File: config.mk
export PLATFORM = sky130hd
export DESIGN_NAME = fir_tap_loader
export DESIGN_NICKNAME = d
export VERILOG_FILES = /design/src/rtl/fir_tap_loader.sv
export SDC_FILE = /design/constraint.sdc
export NUM_CORES = 1
export LEC_CHECK = 0
export BUFFER_PORTS_ARGS = -buffer_cell sky130_fd_sc_hd__buf_2
export CELL_PAD_IN_SITES_DETAIL_PLACEMENT = 1
export CELL_PAD_IN_SITES_GLOBAL_PLACEMENT = 2
export CORE_MARGIN = 4
export CORE_UTILIZATION = 45
export CTS_CLUSTER_SIZE = 14
export DETAILED_ROUTE_END_ITERATION = 6
export GPL_TIMING_DRIVEN = 0
export PLACE_DENSITY_LB_ADDON = 0.08
export SLEW_MARGIN = 25
export SYNTH_ARGS = -nofsm -noshare
export SYNTH_HDL_FRONTEND = slang
export SYNTH_SLANG_ARGS = --single-unit
export TNS_END_PERCENT = 5
File: constraint.sdc
create_clock -name clk -period 4.6 [get_ports clk]
set_input_delay 0.46 -clock clk [delete_from_list [all_inputs] [get_ports clk]]
set_output_delay 0.46 -clock clk [all_outputs]
set_load 0.03 [all_outputs]
File: src/rtl/fir_tap_loader.sv
// fir_tap_loader: double-buffered coefficient store for the runtime-loadable
// FIR. Host writes land in the shadow bank. A load swaps banks and shifts the
// new active bank into the filter tap chain, highest index first, while the
// sample strobe to the filter is held off and dropped samples are counted.
//
// state  | meaning
// -------+---------------------------------------------------------------
// IDLE   | filter running; waiting for i_load or a pending request
// LOAD   | one tap per cycle on o_tap/o_tap_wr, index N-1 down to 0
// SETTLE | chain written; SETTLE_CYC quiet cycles before o_done
module fir_tap_loader #(
  parameter int N          = 16,
  parameter int TW         = 12,
  parameter int AW         = $clog2(N),
  parameter int SETTLE_CYC = 2
) (
  input  logic          clk,
  input  logic          reset,
  input  logic          i_coef_wr,
  input  logic [AW-1:0] i_coef_addr,
  input  logic [TW-1:0] i_coef_data,
  input  logic          i_load,
  output logic          o_busy,
  output logic          o_done,
  output logic          o_active_bank,
  output logic          o_tap_wr,
  output logic [TW-1:0] o_tap,
  input  logic          i_sample_stb,
  output logic          o_sample_stb,
  output logic [7:0]    o_drop_cnt
);

  // IW indexes the N-deep banks; AW may be wider so that out-of-range
  // host addresses can be seen and rejected.
  localparam int              IW          = (N > 1) ? $clog2(N) : 1;
  localparam int              SW          = (SETTLE_CYC > 1) ? $clog2(SETTLE_CYC) : 1;
  localparam logic [AW:0]     N_EXT       = (AW+1)'(N);
  localparam logic [IW-1:0]   IDX_LAST    = IW'(N - 1);
  localparam logic [SW-1:0]   SETTLE_LAST = SW'(SETTLE_CYC - 1);

  typedef enum logic [1:0] {S_IDLE, S_LOAD, S_SETTLE} state_t;

  state_t          state_q, state_d;
  logic            active_q, active_d;
  logic            pending_q, pending_d;
  logic [IW-1:0]   idx_q, idx_d;
  logic [SW-1:0]   settle_q, settle_d;
  logic            tap_wr_q, tap_wr_d;
  logic [TW-1:0]   tap_q, tap_d;
  logic            done_q, done_d;
  logic [7:0]      drop_q, drop_d;

  logic [TW-1:0]   mem_q [2][N];
  logic            coef_we;
  logic [IW-1:0]   coef_idx;
  logic            busy;

  assign busy          = (state_q != S_IDLE);
  assign o_busy        = busy;
  assign o_done        = done_q;
  assign o_active_bank = active_q;
  assign o_tap_wr      = tap_wr_q;
  assign o_tap         = tap_q;
  assign o_drop_cnt    = drop_q;
  assign o_sample_stb  = i_sample_stb & ~busy;

  // Host write qualification: drop addresses at or above N.
  always_comb begin
    coef_we  = i_coef_wr && ({1'b0, i_coef_addr} < N_EXT);
    coef_idx = i_coef_addr[IW-1:0];
  end

  // Coefficient RAM; shadow bank is always the one not being fed to the filter.
  always_ff @(posedge clk) begin
    if (coef_we) begin
      mem_q[~active_q][coef_idx] <= i_coef_data;
    end
  end

  // Next-state, tap streaming and pending-request bookkeeping.
  always_comb begin
    state_d   = state_q;
    active_d  = active_q;
    pending_d = pending_q;
    idx_d     = idx_q;
    settle_d  = settle_q;
    tap_wr_d  = 1'b0;
    tap_d     = tap_q;
    done_d    = 1'b0;

    case (state_q)
      S_IDLE: begin
        if (i_load || pending_q) begin
          state_d   = S_LOAD;
          active_d  = ~active_q;
          pending_d = 1'b0;
          idx_d     = IDX_LAST;
          tap_wr_d  = 1'b1;
          tap_d     = mem_q[~active_q][IDX_LAST];
        end
      end
      S_LOAD: begin
        if (i_load) pending_d = 1'b1;
        if (idx_q == '0) begin
          if (SETTLE_CYC == 0) begin
            state_d = S_IDLE;
            done_d  = 1'b1;
          end else begin
            state_d  = S_SETTLE;
            settle_d = SETTLE_LAST;
          end
        end else begin
          idx_d    = idx_q - 1'b1;
          tap_wr_d = 1'b1;
          tap_d    = mem_q[active_q][idx_q - 1'b1];
        end
      end
      S_SETTLE: begin
        if (i_load) pending_d = 1'b1;
        if (settle_q == '0) begin
          state_d = S_IDLE;
          done_d  = 1'b1;
        end else begin
          settle_d = settle_q - 1'b1;
        end
      end
      default: state_d = S_IDLE;
    endcase
  end

  // Dropped-sample counter, saturating; only reset clears it.
  always_comb begin
    drop_d = drop_q;
    if (i_sample_stb && busy && (drop_q != 8'hFF)) begin
      drop_d = drop_q + 8'd1;
    end
  end

  // Control and output registers; reset aborts any load in flight.
  always_ff @(posedge clk or negedge reset) begin
    if (!reset) begin
      state_q   <= S_IDLE;
      active_q  <= 1'b0;
      pending_q <= 1'b0;
      idx_q     <= '0;
      settle_q  <= '0;
      tap_wr_q  <= 1'b0;
      tap_q     <= '0;
      done_q    <= 1'b0;
      drop_q    <= 8'd0;
    end else begin
      state_q   <= state_d;
      active_q  <= active_d;
      pending_q <= pending_d;
      idx_q     <= idx_d;
      settle_q  <= settle_d;
      tap_wr_q  <= tap_wr_d;
      tap_q     <= tap_d;
      done_q    <= done_d;
      drop_q    <= drop_d;
    end
  end

endmodule

# ---- Yosys cells after proc, flatten, opt, wreduce, memory -nomap -nowiden
# Memory sizes are Yosys's and may differ from the RTL's.
# Index checks and enable logic that the tools add are counted.
dict set report op_classes {
  div_mod_pow 0
  eq_ne 8
  bitwise 5
  muxes 28
  add_sub_neg 3
  shifts 0
  order_cmp 3
  mul 0
  n_reduce_logical 16
}
# op n
set op_table {}
lappend op_table {{two-way mux 192 bit} 1}
lappend op_table {{two-way mux 12 bit} 5}
lappend op_table {{binary-select mux 12 bit (select 4 bit)} 1}
lappend op_table {{demux 12 bit (select 4 bit)} 1}
lappend op_table {{one-hot mux 12 bit (2 select lines)} 1}
lappend op_table {{greater-or-equal comparator 5 bit (second input constant)} 2}
lappend op_table {{NOT 4 -> 5 bit} 2}
lappend op_table {{two-way mux 1 bit} 9}
lappend op_table {{AND reduction 3 bit} 3}
lappend op_table {{adder 8 x 1 -> 8 bit (second input constant)} 1}
lappend op_table {{two-way mux 4 bit} 2}
lappend op_table {{!= test 2 bit (second input constant)} 4}
lappend op_table {{!= test 8 bit (second input constant)} 1}
lappend op_table {{one-hot mux 4 bit (2 select lines)} 1}
lappend op_table {{nonzero test 2 bit} 4}
lappend op_table {{two-way mux 2 bit} 3}
lappend op_table {{one-hot mux 1 bit (2 select lines)} 3}
lappend op_table {{one-hot mux 2 bit (3 select lines)} 1}
lappend op_table {{less-than comparator 5 x 1 -> 1 bit (second input constant)} 1}
lappend op_table {{logical NOT 4 bit} 1}
lappend op_table {{AND reduction 2 bit} 2}
lappend op_table {{subtractor 4 x 1 -> 4 bit (second input constant)} 1}
lappend op_table {{logical AND 1 bit} 3}
lappend op_table {{== test 2 x 1 -> 1 bit (second input constant)} 1}
lappend op_table {{other kinds (8)} 9}
dict set report word_totals {
  word_cells 73
  ram_bits 384
  latchBits 0
  out_inout_bits 25
  memories 1
  mem_bits_ro 0
  ff_bits 31
}
# memory depth word_bits read_ports rd_ports_with_merged_regs wr line_no
set memory_table {}
lappend memory_table {mem_q 2 192 2 0 1 53} ;# logic [TW-1:0] mem_q [2][N];

# ---- Depth between registers and ports, before layout
dict set report logic_depth {
  ltp_word 7
  mapped_depth 12
}

# ---- Least setup slack after synthesis
# Ideal clock, no wire load.
dict set report synth_path {
  kind {register to register}
  startpoint {register active_q, in the netlist o_active_bank}
  endpoint {memory mem_q[0][36] (netlist bit) (enable)}
  required_time_ns 4.204
  setup_time_ns 0.396
  setup_slack_ns 1.745
  stages_incl_launch_ff 8
  arrival_time_ns 2.459
  period_less_slack_ns 2.855
  cell_sequence {dfrtp_1 buf_6 buf_6 buf_6 buf_4 buf_2 nand4_1 nor3_1}
}
dict set report synth_between {
  elab_chain_len 1
}
# item line_no
set synth_lines {}
lappend synth_lines {{start, declared} 44} ;# logic active_q, active_d;
lappend synth_lines {{start signal, assigned} 153} ;# active_q <= active_d;
lappend synth_lines {{NOT 1 bit} 76} ;# mem_q[~active_q][coef_idx] <= i_coef_data;
lappend synth_lines {{end, declared} 53}
# No other way between the ends.

# ---- Worst setup path in the final report
dict set report layout_path {
  startpoint {register idx_q[0]}
  endpoint {register tap_q[6], in the netlist o_tap[6]}
}
dict set report layout_between {
  elab_chain_len 7
}
# item line_no
set layout_lines {}
lappend layout_lines {{start, declared} 46} ;# logic [IW-1:0] idx_q, idx_d;
lappend layout_lines {{start signal, assigned} 155} ;# idx_q <= idx_d;
lappend layout_lines {{subtractor 4 x 1 -> 4 bit} 115} ;# tap_d = mem_q[active_q][idx_q - 1'b1];
lappend layout_lines {{NOT 4 -> 5 bit (implied by the code)} 115}
lappend layout_lines {{binary-select mux 12 bit (select 4 bit)} 115}
lappend layout_lines {{two-way mux 12 bit (implied by the code) (2 in series)} 115}
lappend layout_lines {{two-way mux 12 bit} 104} ;# if (idx_q == '0) begin
lappend layout_lines {{one-hot mux 12 bit (2 select lines)} 91} ;# case (state_q)
lappend layout_lines {{end signal, assigned} 158} ;# tap_q <= tap_d;
lappend layout_lines {{end, declared} 49} ;# logic [TW-1:0] tap_q, tap_d;
# Parallel ways exist; a longest one is shown, timed or not. The select of a mux whose other input is x is not followed.
# A chain may end at the register's enable or synchronous reset.

==> impl_metrics.json <==
{
  "cts_max_path_buffers": 3,
  "grt_max_degree": 33,
  "crit_end": "o_tap[6]",
  "dp_hpwl_um": 28200,
  "worst_pin_slew_ns": 1.05,
  "dr.pass1.iters": 5,
  "startpoint_type": "flop",
  "path_class": "flop to flop",
  "rows": 70,
  "yosys_warnings": 0,
  "synth.distinct_cells": 54,
  "synth_top_area_cell": "edfxtp_1",
  "placed_cells": 1357,
  "synth.area.top_cells": "edfxtp_1 69%, mux4_2 9.7%, dfrtp_1 4.7%",
  "synth-async-reset-ratio_pct": 7.47,
  "synthCells": 844,
  "max_stage_delay_ns": 0.70,
  "maxSlewHeadroom_pct": 29.7,
  "synth_edf_count": 384,
  "powerDensity_nw_per_um2": 637,
  "synth_common_cells": "384 x edfxtp_1, 72 x mux4_2, 45 x nor2_1",
  "cp-end-kind": "flop",
  "reg2reg_slack_ns": 0.30,
  "postSynth.topFlopCell": "edfxtp_1",
  "utilization_pct": 52.2,
  "status": "completed",
  "antenna_found_initial": 1,
  "cts_max_level": 2,
  "grt_pass1_vias": 9337,
  "worstPathArrival_ns": 4.73,
  "netlist.area_leader.share_pct": 69.2,
  "initialDrtViolationCount": 615,
  "maxCapViolCount": 0,
  "routedWlPerCell_um": 30.7,
  "antenna_left": 0,
  "root_buffer": "clkbuf_16",
  "vias": 8591,
  "postCtsHoldBufs": 0,
  "worstPathCellList": "buf_2, inv_1, clkbuf_1, ha_1, buf_2, buf_4, clkbuf_1, mux4_2, o21ai_0, o221ai_1, o22a_1",
  "fin_cells": 1439,
  "grt_pass1_wl_um": 64800,
  "worst-path-stages": 11,
  "syn-cell-area_um2": 16700,
  "cts_setup_buffers": 0,
  "crit_path_start": "idx_q[0]",
  "leakagePower_nw": 6.30,
  "min_period_ns": 4.30,
  "grtUsageTotal_pct": 22.1,
  "clock_sinks": 415,
  "finalSetupTns_ns": 0,
  "synth-seq-cells": 415,
  "cts_buffers": 45,
  "dieHeight_um": 200,
  "viasPerCell": 5.97,
  "core-area_um2": 36500,
  "finalSetupViolations": 0,
  "path_clk_slew_ns": 0.06,
  "synth_nets": 870,
  "critPathSlowestCell": "clkbuf_1",
  "ioPinCount": 46,
  "grt-ovfl-total": 0,
  "crit_fanout": 10,
  "floorplan.initialDensity_pct": 45.6,
  "rsz0062_at_grt": "false",
  "area_growth_pct": 14.5,
  "finalHoldViolCount": 0,
  "rr_startpoint": "idx_q[0]",
  "synth_seq_area_share_pct": 73.9,
  "crit_buf_inv": 6,
  "clk_latency_ns": 0.55,
  "ctsResizeCount": 0,
  "skew_ns": 0.0135,
  "min_path_type": "input port to asynchronous set/reset pin",
  "fp.dieW_um": 200,
  "num-fill-cells": 3292,
  "reg2reg_depth": 11,
  "drv_slew": 0,
  "fin_nets": 962,
  "wl_um": 44200,
  "required_ns": 5.03,
  "fmax_mhz": 233,
  "io_buffer_count": 43,
  "yosysMostFrequentCell": "edfxtp_1",
  "globalplace.congestion": 0.815,
  "die-area_um2": 40100,
  "regToRegEndpoint": "o_tap[6]",
  "power.total_mw": 12.1,
  "drc": 0,
  "vdd_drop_max_mv": 0.440,
  "cp_top_family": "buffers and inverters",
  "final_layout_size_suffix_gt1_share_pct": 28.1,
  "cts_tree": "yes",
  "post-route-period-util_pct": 93.4,
  "synth.avg_cell_area_um2": 19.7
}
[worst register-to-register path, delay by kind of cell (launching register included)]
family,cells,cell delay (ns)
DFF,1,0.36
muxes,1,0.44
buffers and inverters,6,2.23
adders and majority gates,1,0.24
AOI/OAI and AO/OA,3,0.92
[where the power goes]
| group | switching (mW) | internal [mW] |
|---|---|---|
| clock | 1.43 | 2.29 |
| sequential | 0.121 | 4.32 |
| combinational | 2.39 | 1.59 |
| total | 3.94 | 8.20 |
[routing by layer]
| layer | share of wire [%] | routed length, um | track usage, % | vias to the layer above |
|---|---|---|---|---|
| met5 | 0 | 0 | 0 | - |
| met4 | 2.2 | 955 | 5.70 | 0 |
| met3 | 5.5 | 2410 | 4.23 | 51 |
| met2 | 47 | 20900 | 35.2 | 255 |
| met1 | 45 | 19900 | 32.0 | 4614 |
| li1 | - | - | - | 3671 |
[how the worst min path moves through the flow]
stage | startpoint | endpoint | slack (ns) | cells past startpoint
detailed placement | settle_q | o_done | 0.46 | 1
finish | reset | o_tap_wr | 0.00004 | 1
global route | reset | state_q[1] | 0.05 | 1
floorplan | reset | idx_q[0] | 0.16 | 0
global placement | settle_q | o_done | 0.45 | 1
CTS | reset | idx_q[2] | 0.009 | 1
[placed cells by master (no fill, tap or decap), types with 5 or more instances in the layout]
master | netlist | final
nand3_1 | 5 | 5
dfrtp_1 | 31 | 31
a211oi_1 | 11 | 11
o21ai_1 | 9 | 9
nor2_2 | 0 | 30
o221ai_1 | 9 | 9
clkinv_1 | 0 | 11
mux2_2 | 22 | 22
inv_1 | 7 | 7
clkbuf_16 | 0 | 45
mux4_2 | 72 | 72
mux2i_1 | 36 | 36
edfxtp_1 | 384 | 384
nand2b_1 | 5 | 5
a22oi_1 | 20 | 20
buf_6 | 6 | 6
buf_4 | 5 | 7
mux4_1 | 12 | 12
clkinv_2 | 0 | 10
nor2_1 | 45 | 15
ha_1 | 5 | 5
o22a_1 | 11 | 11
bufinv_16 | 0 | 9
clkbuf_1 | 16 | 20
nor2b_1 | 14 | 14
xnor2_1 | 9 | 9
o21ai_0 | 17 | 17
nand2_1 | 23 | 23
buf_2 | 15 | 58
[metrics by stage]
step	hold WS [ns]	setup WS, ns	cell area (um2)
2_1_floorplan	0.164	1.74	16700
4_1_cts	0.00935	0.247	19100
3_3_place_gp	0.447	0.315	17500
6_report	0.0000381	0.304	19100
3_5_place_dp	0.461	0.321	17600
5_1_grt	0.0457	0.0605	19100
[cells by family (layout without fill, tap and decap cells)]
logic type / Yosys count / in the layout / synth area share [%]
flip-flops: 415 / 415 / 73.9
AO/OA/AOI/OAI: 103 / 103 / 4.56
AND/OR/NAND/NOR: 116 / 116 / 3.40
buffers and inverters: 52 / 178 / 1.90
other: 0 / 1 / 0
multiplexers: 142 / 142 / 15.3
adder cells (fa/ha/maj): 5 / 5 / 0.376
XOR/XNOR: 11 / 11 / 0.579
[sequential cells by signal, indices dropped and copies added, names as in the netlist]
name and count:
idx_q 4, mem_q 384, o_active_bank 1, o_done 1, o_drop_cnt 8, o_tap 12
o_tap_wr 1, pending_q 1, settle_q 1, state_q 2
[final cells by class]
type	count	area, um2	area share (%)
multi-input combinational	377	4110	21.6
clock inverter	32	378	1.98
clock buffer	49	1140	5.98
antenna	1	2.50	0.0131
buffer	45	290	1.52
tap	468	586	3.07
inverter	7	26.3	0.138
timing repair buffer	45	230	1.21
sequential	415	12300	64.5
No activity file was read; power rests on OpenSTA's default activity.
